===== src/rtl/mem_port_arbiter.sv =====
// Shares one single-ported memory between the IF and DM ports: DM has fixed priority, IF wins after STARVE_LIMIT lost arbitrations.
// Latency: grant in the request cycle, response routed through combinationally. Optional counters via ARB_STATS_EN.
module mem_port_arbiter #(
  parameter int ADDR_W       = 32,
  parameter int DATA_W       = 32,
  parameter int STARVE_LIMIT = 4
) (
  input  logic                clk,
  input  logic                reset,
  input  logic                if_req,
  input  logic [ADDR_W-1:0]   if_addr,
  output logic                if_gnt,
  output logic                if_rvalid,
  output logic [DATA_W-1:0]   if_rdata,
  input  logic                dm_req,
  input  logic                dm_we,
  input  logic [DATA_W/8-1:0] dm_be,
  input  logic [ADDR_W-1:0]   dm_addr,
  input  logic [DATA_W-1:0]   dm_wdata,
  output logic                dm_gnt,
  output logic                dm_rvalid,
  output logic [DATA_W-1:0]   dm_rdata,
  output logic                mem_req,
  output logic                mem_we,
  output logic [DATA_W/8-1:0] mem_be,
  output logic [ADDR_W-1:0]   mem_addr,
  output logic [DATA_W-1:0]   mem_wdata,
  input  logic                mem_rvalid,
  input  logic [DATA_W-1:0]   mem_rdata,
  output logic                arb_err
`ifdef ARB_STATS_EN
  ,
  output logic [31:0]         stat_if_gnt,
  output logic [31:0]         stat_dm_gnt,
  output logic [31:0]         stat_stall
`endif
);

  localparam int CNT_W = $clog2(STARVE_LIMIT + 1);
  localparam logic [CNT_W-1:0] LIMIT = CNT_W'(STARVE_LIMIT);

  typedef enum logic [1:0] {IDLE, BUSY_IF, BUSY_DM} state_t;

  state_t           state, state_nxt;
  logic [CNT_W-1:0] starve_cnt;
  logic             if_win, dm_win;

  assign if_win = if_req & ((starve_cnt == LIMIT) | ~dm_req);
  assign dm_win = dm_req & ~if_win;

  always_ff @(posedge clk or posedge reset) begin
    if (reset) state <= IDLE;
    else       state <= state_nxt;
  end

  always_comb begin
    state_nxt = state;
    case (state)
      IDLE: begin
        if (if_win)      state_nxt = BUSY_IF;
        else if (dm_win) state_nxt = BUSY_DM;
      end
      BUSY_IF, BUSY_DM: if (mem_rvalid) state_nxt = IDLE;
      default:          state_nxt = IDLE;
    endcase
  end

  always_comb begin
    if_gnt    = 1'b0;
    dm_gnt    = 1'b0;
    if_rvalid = 1'b0;
    dm_rvalid = 1'b0;
    if_rdata  = '0;
    dm_rdata  = '0;
    mem_req   = 1'b0;
    mem_we    = 1'b0;
    mem_be    = '0;
    mem_addr  = '0;
    mem_wdata = '0;
    case (state)
      IDLE: begin
        if (if_win) begin
          if_gnt   = 1'b1;
          mem_req  = 1'b1;
          mem_be   = '1;
          mem_addr = if_addr;
        end else if (dm_win) begin
          dm_gnt    = 1'b1;
          mem_req   = 1'b1;
          mem_we    = dm_we;
          mem_be    = dm_be;
          mem_addr  = dm_addr;
          mem_wdata = dm_wdata;
        end
      end
      BUSY_IF: if (mem_rvalid) begin
        if_rvalid = 1'b1;
        if_rdata  = mem_rdata;
      end
      BUSY_DM: if (mem_rvalid) begin
        dm_rvalid = 1'b1;
        dm_rdata  = mem_rdata;
      end
      default: ;
    endcase
  end

  // Grants only exist in IDLE, so the counter naturally holds while busy.
  always_ff @(posedge clk or posedge reset) begin
    if (reset)                                      starve_cnt <= '0;
    else if (if_gnt)                                starve_cnt <= '0;
    else if (if_req && dm_gnt && starve_cnt != LIMIT) starve_cnt <= starve_cnt + 1'b1;
  end

  always_ff @(posedge clk or posedge reset) begin
    if (reset)                            arb_err <= 1'b0;
    else if (state == IDLE && mem_rvalid) arb_err <= 1'b1;
  end

`ifdef ARB_STATS_EN
  always_ff @(posedge clk or posedge reset) begin
    if (reset) begin
      stat_if_gnt <= '0;
      stat_dm_gnt <= '0;
      stat_stall  <= '0;
    end else begin
      if (if_gnt) stat_if_gnt <= stat_if_gnt + 32'd1;
      if (dm_gnt) stat_dm_gnt <= stat_dm_gnt + 32'd1;
      if ((if_req & ~if_gnt) | (dm_req & ~dm_gnt)) stat_stall <= stat_stall + 32'd1;
    end
  end
`endif

endmodule


===== config.mk =====
export PLATFORM = sky130hd
export DESIGN_NAME = mem_port_arbiter
export DESIGN_NICKNAME = d
export VERILOG_FILES = /design/src/rtl/mem_port_arbiter.sv
export SDC_FILE = /design/constraint.sdc
export NUM_CORES = 1
export LEC_CHECK = 0
export ABC_AREA = 0
export CAP_MARGIN = 30
export CORE_AREA = 2 2 107 109
export CTS_BUF_LIST = sky130_fd_sc_hd__clkbuf_16
export DETAILED_ROUTE_END_ITERATION = 12
export DIE_AREA = 0 0 109 111
export HOLD_SLACK_MARGIN = 0.15
export PLACE_DENSITY_LB_ADDON = 0.12
export SETUP_SLACK_MARGIN = 0.5
export SLEW_MARGIN = 20
export SYNTH_ARGS = -nofsm -noshare
export SYNTH_HDL_FRONTEND = slang
export SYNTH_SLANG_ARGS = --single-unit

===== constraint.sdc =====
create_clock -name clk -period 2.4 [get_ports clk]
set_input_delay 0.24 -clock clk [delete_from_list [all_inputs] [get_ports clk]]
set_output_delay 0.24 -clock clk [all_outputs]
set_load 0.005 [all_outputs]

==> results.py, run 1 <==
metrics = {
    "run_status": {
        "status": "completed",
    },
    "clock_tree": {
        "root_buffer": "clkbuf_16",
        "clk_pin_slew_ps": 30,
        "cts_sinks": 6,
        "clk_latency_ps": 230,
        "h-tree-depth": 1,
        "clk_path_buf_depth": 2,
        "cts_tree": "yes",
        "cts_made_buffers": 3,
        "ctsHoldBuffers": 0,
    },
    "routing": {
        "ant_nets": 0,
        "viasPerCell": 4.236,
        "drc": 0,
        "drtIter0Drc": 115,
        "routed-via-count": 2855,
        "avgRoutedWirePerCell_um": 18.30,
        "drt-total-wl_um": 12330,
        "first_pass_iters": 4,
    },
    "floorplan": {
        "fp.dieW_um": 109,
        "core_area_mm2": 0.01108,
        "rows": 39,
        "initial_utilization_pct": 13.36,
        "ioPinCount": 277,
        "die_area_mm2": 0.01210,
        "dieHeight_um": 111,
    },
    "setup_path": {
        "crit_buf_inv": 7,
        "timing.rr.end": "state[1]$_DFFE_PP0P_",
        "max_stage_delay_ps": 370,
        "cp.required_ps": 2160,
        "cp-endpoint": "mem_addr[28]",
        "arrival_ps": 1860,
        "cp_top_family": "buffers and inverters",
        "reg2reg_depth": 9,
        "reg2reg_slack_ps": 760,
        "crit_path_start_kind": "flip-flop",
        "rr_startpoint": "starve_cnt[0]$_DFFE_PP0P_",
        "cp_num_cells": 11,
        "path_cells": "inv_2 -> ha_4 -> buf_6 -> nand2_4 -> nor2_4 -> buf_12 -> buf_12 -> buf_8 -> buf_6 -> a22o_1 -> buf_2",
        "crit_type": "reg -> out",
        "worstPathMaxFanout": 5,
        "cp-end-kind": "primary output",
        "cp-startpoint": "state[1]$_DFFE_PP0P_",
        "slowest_stage": "dfrtp_1",
    },
    "layout": {
        "drive_gt1_share_pct": 39.06,
        "nets": 675,
        "regArea_um2": 150.1,
        "n_fill_cell": 1091,
        "area_growth_pct": 268.1,
        "multiInputGateArea_mm2": 0.001294,
        "final_area_mm2": 0.005449,
    },
    "sta": {
        "finalSetupTns_ps": 0,
        "clock_skew_ps": 0.7925,
        "maxSlewViolCount": 0,
        "finalWorstSetupSlack_ps": 302.0,
        "slew_headroom_pct": 80.10,
        "fin_crit_sh_pct": 87.41,
        "tightest_slew_ps": 296.0,
        "fin_crit_ps": 2098,
        "rsz0062_at_grt": "true",
        "clock.fmax_mhz": 476.7,
        "hold_viol": 0,
        "setup_viol": 0,
    },
    "logic_synthesis": {
        "syn_area_per_cell_um2": 7.476,
        "synth_nets": 341,
        "ys_seq_area_share_pct": 10.14,
        "synthTopCellsByCount": "and3_1 (64), and2_1 (35), a22o_1 (34)",
        "yosysTopAreaCellShare_pct": 27.05,
        "syn_area_mm2": 0.001480,
        "netlist_instances": 198,
        "synth.largest_area_cell": "and3_1",
        "ys_ff_latch": 6,
        "yosys-top-cells-area": "and3_1 (27%), a22o_1 (20%), and2_1 (15%), dfrtp_1 (10%), buf_6 (7.6%)",
        "yosys_warnings": 0,
        "async_flop_share_pct": 100.0,
        "yosysMostFrequentCell": "and3_1",
        "synth_edf_count": 0,
        "synth_ff_type": "dfrtp_1",
        "ys_types": 23,
    },
    "job": {
        "maxCapViolations": 0,
    },
    "global_route": {
        "grt_pass1_wl_um": 17110,
        "grt.total_usage_pct": 18.57,
        "antenna_found_initial": 1,
        "grt_overflow": 0,
        "grt_pass1_vias": 2873,
        "grt_max_degree": 46,
    },
    "place": {
        "dpl-instance-area_mm2": 0.004375,
        "dp_hpwl_um": 8052,
        "port_buffers": 276,
        "place.gp.congestion": 0.7834,
        "place_ws_ps": 96.17,
    },
    "pwr": {
        "powerDensity_mw_per_mm2": 695.7,
        "ir_worst_vdd_mv": 0.3665,
        "power.total_mw": 3.791,
        "p_leak_nw": 3.426,
    },
    "worst_hold_path": {
        "hold_path_class": "in -> async",
    },
}
worst min path at each step:
stage,from,endpoint,depth (start not counted)
floorplan,reset,arb_err$_DFFE_PP0P_,1
global placement,arb_err$_DFFE_PP0P_,arb_err$_DFFE_PP0P_,1
detailed placement,arb_err$_DFFE_PP0P_,arb_err$_DFFE_PP0P_,1
CTS,reset,starve_cnt[0]$_DFFE_PP0P_,2
global route,reset,starve_cnt[0]$_DFFE_PP0P_,2
finish,reset,starve_cnt[0]$_DFFE_PP0P_,2
cell usage in the layout, fill, tap and decap left out, types with 2 or more instances in the layout:
master	synthesis	layout
a21o_1	4	4
a22o_1	34	34
and2_1	35	3
and2_4	0	32
and3_1	64	64
buf_12	0	10
buf_16	0	10
buf_2	1	33
buf_4	0	27
buf_6	10	57
buf_8	0	5
clkbuf_16	0	3
clkbuf_2	0	14
clkdlybuf4s15_2	0	2
clkdlybuf4s50_1	0	141
dfrtp_1	6	6
dlygate4sd2_1	0	9
dlymetal6s2s_1	0	44
ha_4	0	4
inv_1	6	2
inv_2	0	4
nand2_1	3	3
nand2_4	0	2
nor2_1	2	2
o21ai_0	4	4
power breakdown:
part           internal [mW]  leakage [nW]  switching (mW)
sequential             0.134        0.0746          0.0259
clock                  0.214        0.0370          0.0554
combinational           2.15          3.31            1.21
worst register-to-register path: stages, from the launching register on:
cell,delay [ps]
dfrtp_1,380
inv_2,80
ha_4,170
a31oi_4,100
buf_6,140
buf_6,120
buf_16,120
buf_4,120
buf_4,120
a22o_1,170
flip-flops by register name (all words and copies together) (netlist names):
signal	flops
state	2
starve_cnt	3
arb_err	1
per-stage QoR:
stage | utilization, % | cells | hold slack (ps)
3_3_place_gp | 39.50 | 605 | 447.0
3_5_place_dp | 39.50 | 605 | 448.7
4_1_cts | 46.38 | 661 | 249.0
6_report | 49.19 | 674 | 238.8
2_1_floorplan | - | 198 | 30.96
5_1_grt | 49.17 | 673 | 261.7
layout make-up:
| type | count | area share [%] |
|---|---|---|
| multi-input combinational | 162 | 23.74 |
| timing repair buffer | 353 | 68.38 |
| clock buffer | 3 | 1.378 |
| sequential | 6 | 2.755 |
| inverter | 6 | 0.4133 |
| tap | 143 | 3.284 |
| antenna | 1 | 0.04592 |
what timing repair did:
| action | CTS | global route |
|---|---|---|
| pin swaps | 46 | 33 |
| resized for setup | 388 | 107 |
| cloned | 13 | 3 |
| buffers inserted | 40 | 9 |
| endpoints found under the setup margin | 138 | 131 |
cells by family (layout without fill, tap and decap cells):
family	after synthesis	after routing	synth area share, %
compound gates	46	46	26.80
buf+inv	30	362	12.76
fa+ha+maj	5	5	4.227
other cells	0	1	0
simple gates	111	111	46.07
flops	6	6	10.14
per-layer routing:
layer	up-vias	share of wire (%)	track usage, %
li1	1399	-	-
met1	1313	34	18.39
met2	133	55	36.40
met3	10	9.9	6.584
met4	0	1.0	3.162
met5	-	0	0
(Power assumes the default switching activity.)
==> inputs of run 2 (changes only) <==
- CORE_AREA: 2 2 107 109 -> 2 2 109 111
- DIE_AREA: 0 0 109 111 -> 0 0 111 113
- clock period: 2.4 -> 1.75 ns (I/O delays scaled with it)
==> run 2 against run 1 <==
  * The flow now finishes with violations (setup timing)
  * Via count up 0.56%
  * Critical path depth down 2
  * Total power up 44%
  * First-iteration DRC count down 29%
  * Clock skew about the same
  * Largest power group unchanged
==> results.py, run 2 (synthesis results as in run 1) <==
metrics = {
    "floorplan": {
        "fp.dieW_um": 111,
        "ioPinCount": 277,
        "dieHeight_um": 113,
        "rows": 39,
        "initial_utilization_pct": 13.13,
        "core_area_mm2": 0.01127,
        "die_area_mm2": 0.01254,
    },
    "sta": {
        "fin_crit_ps": 1967,
        "rsz0062_at_grt": "true",
        "finalSetupTns_ps": -11480,
        "fin_hold_ws_ps": 177.8,
        "clock.fmax_mhz": 508.4,
        "fin_crit_sh_pct": 112.4,
        "clock_skew_ps": 0.6519,
        "finalWorstSetupSlack_ps": -216.9,
        "setup_viol": 84,
        "maxSlewViolCount": 0,
        "tightest_slew_ps": 248.0,
        "slew_headroom_pct": 83.45,
        "hold_viol": 0,
    },
    "setup_path": {
        "cp-end-kind": "primary output",
        "cp.required_ps": 1570,
        "rr_startpoint": "starve_cnt[0]$_DFFE_PP0P_",
        "crit_path_start_kind": "flip-flop",
        "worstPathMaxFanout": 7,
        "cp-startpoint": "state[0]$_DFFE_PP0P_",
        "arrival_ps": 1790,
        "crit_type": "reg -> out",
    },
    "pwr": {
        "combPwrFrac_pct": 89.3,
        "clkPwrFrac_pct": 6.7,
        "powerDensity_mw_per_mm2": 990.5,
        "p_sw_share_pct": 33.78,
        "p_sw_mw": 1.846,
        "power.total_mw": 5.467,
        "p_int_mw": 3.620,
        "seq_power_share_pct": 4.0,
        "p_leak_nw": 2.638,
        "ir_worst_vdd_mv": 0.7670,
    },
    "place": {
        "dp_cells": 617,
        "dp_hpwl_um": 8788,
        "place.gp.congestion": 0.8156,
        "port_buffers": 276,
    },
    "run_status": {
        "violations": "setup timing",
        "status": "finished with violations",
    },
    "layout": {
        "mostFrequentLayoutCell": "clkdlybuf4s50_1",
        "fin_cells": 668,
        "n_fill_cell": 1085,
        "top_regs": "starve_cnt (3), state (2), arb_err (1)",
        "drive_gt1_share_pct": 58.40,
        "top_register": "starve_cnt",
        "largest_reg_flops": 3,
        "area_growth_pct": 272.9,
        "nets": 669,
        "layout_common_cells": "clkdlybuf4s50_1 (137), buf_6 (86), and3_4 (45), buf_2 (39)",
    },
    "routing": {
        "drtIter0Drc": 82,
        "drt-total-wl_um": 12570,
        "first_pass_iters": 4,
        "routed-via-count": 2871,
        "avgRoutedWirePerCell_um": 18.82,
        "ant_nets": 0,
        "viasPerCell": 4.298,
        "drc": 0,
    },
    "clock_tree": {
        "root_buffer": "clkbuf_16",
        "cts_sinks": 6,
        "clk_pin_slew_ps": 30,
        "h-tree-depth": 1,
        "cts_tree": "yes",
        "clk_path_buf_depth": 2,
        "ctsHoldBuffers": 0,
        "cts_made_buffers": 3,
        "clk_latency_ps": 230,
    },
    "global_route": {
        "grt_pass1_vias": 2669,
        "grt_max_degree": 41,
        "antenna_found_initial": 1,
        "grt_pass1_wl_um": 16170,
        "grt_overflow": 0,
        "grt.total_usage_pct": 16.30,
    },
    "worst_hold_path": {
        "hold_path_class": "in -> async",
    },
    "job": {
        "maxCapViolations": 0,
    },
}
## run 2: power groups by stage
stage	registers, mW	logic (mW)	clock network [mW]
after floorplan	0.222	1.39	0
after global placement	0.215	3.34	0
after detailed placement	0.216	3.35	0
after CTS	0.215	3.75	0.377
after global routing	0.220	5.17	0.388
final	0.216	4.88	0.369
## run 2: metal layers
metal	track usage, %	wire length, um	vias to the layer above
met5	0	0	-
met4	3.750	234	0
met3	4.392	893	13
met2	31.70	6973	138
met1	17.53	4469	1330
li1	-	-	1390
## run 2: path summary, 6_finish.rpt
path / to / slack, ps / cells past startpoint
hold reg to reg: arb_err$_DFFE_PP0P_ / 450 / 1
setup reg to reg: state[0]$_DFFE_PP0P_ / 250 / 8
max in group asynchronous: state[1]$_DFFE_PP0P_ / 1370 / 2
min in group clk: arb_err$_DFFE_PP0P_ / 450 / 1
hold / removal: starve_cnt[0]$_DFFE_PP0P_ / 180 / 2
setup / recovery: mem_addr[25] / -220 / 9
## run 2: area by class of cell
class / instances / area [um^2] / area share, %
Antenna cell: 1 / 2.502 / 0.04534
Clock buffer: 3 / 75.07 / 1.360
Inverter: 6 / 22.52 / 0.4081
Multi-Input combinational cell: 162 / 1525 / 27.64
Sequential cell: 6 / 150.1 / 2.720
Tap cell: 143 / 178.9 / 3.242
Timing Repair Buffer: 347 / 3565 / 64.59
## run 2: through the flow
step           setup WS, ps  cell area, um^2  util (%)
6_report             -216.9             5519     48.96
5_1_grt              -271.8             5519     48.96
4_1_cts              -522.6             4812     42.69
3_5_place_dp         -404.0             4611     40.90
3_3_place_gp         -388.3             4611     40.90
2_1_floorplan         294.0             1594         -
## run 2: critical path, stage by stage, from the launching register on
cell,delay [ps]
dfrtp_1,380
inv_2,80
ha_4,180
nand2_4,50
a31oi_4,160
buf_12,160
buf_8,130
buf_6,110
a22o_1,170
buf_2,130
## run 2: timing repair
action                     in CTS  in global routing
setup buffers                   6                 24
resized for setup             220                380
setup endpoints to repair     142                144
pin swaps                       1                 15
cloned                          5                 12
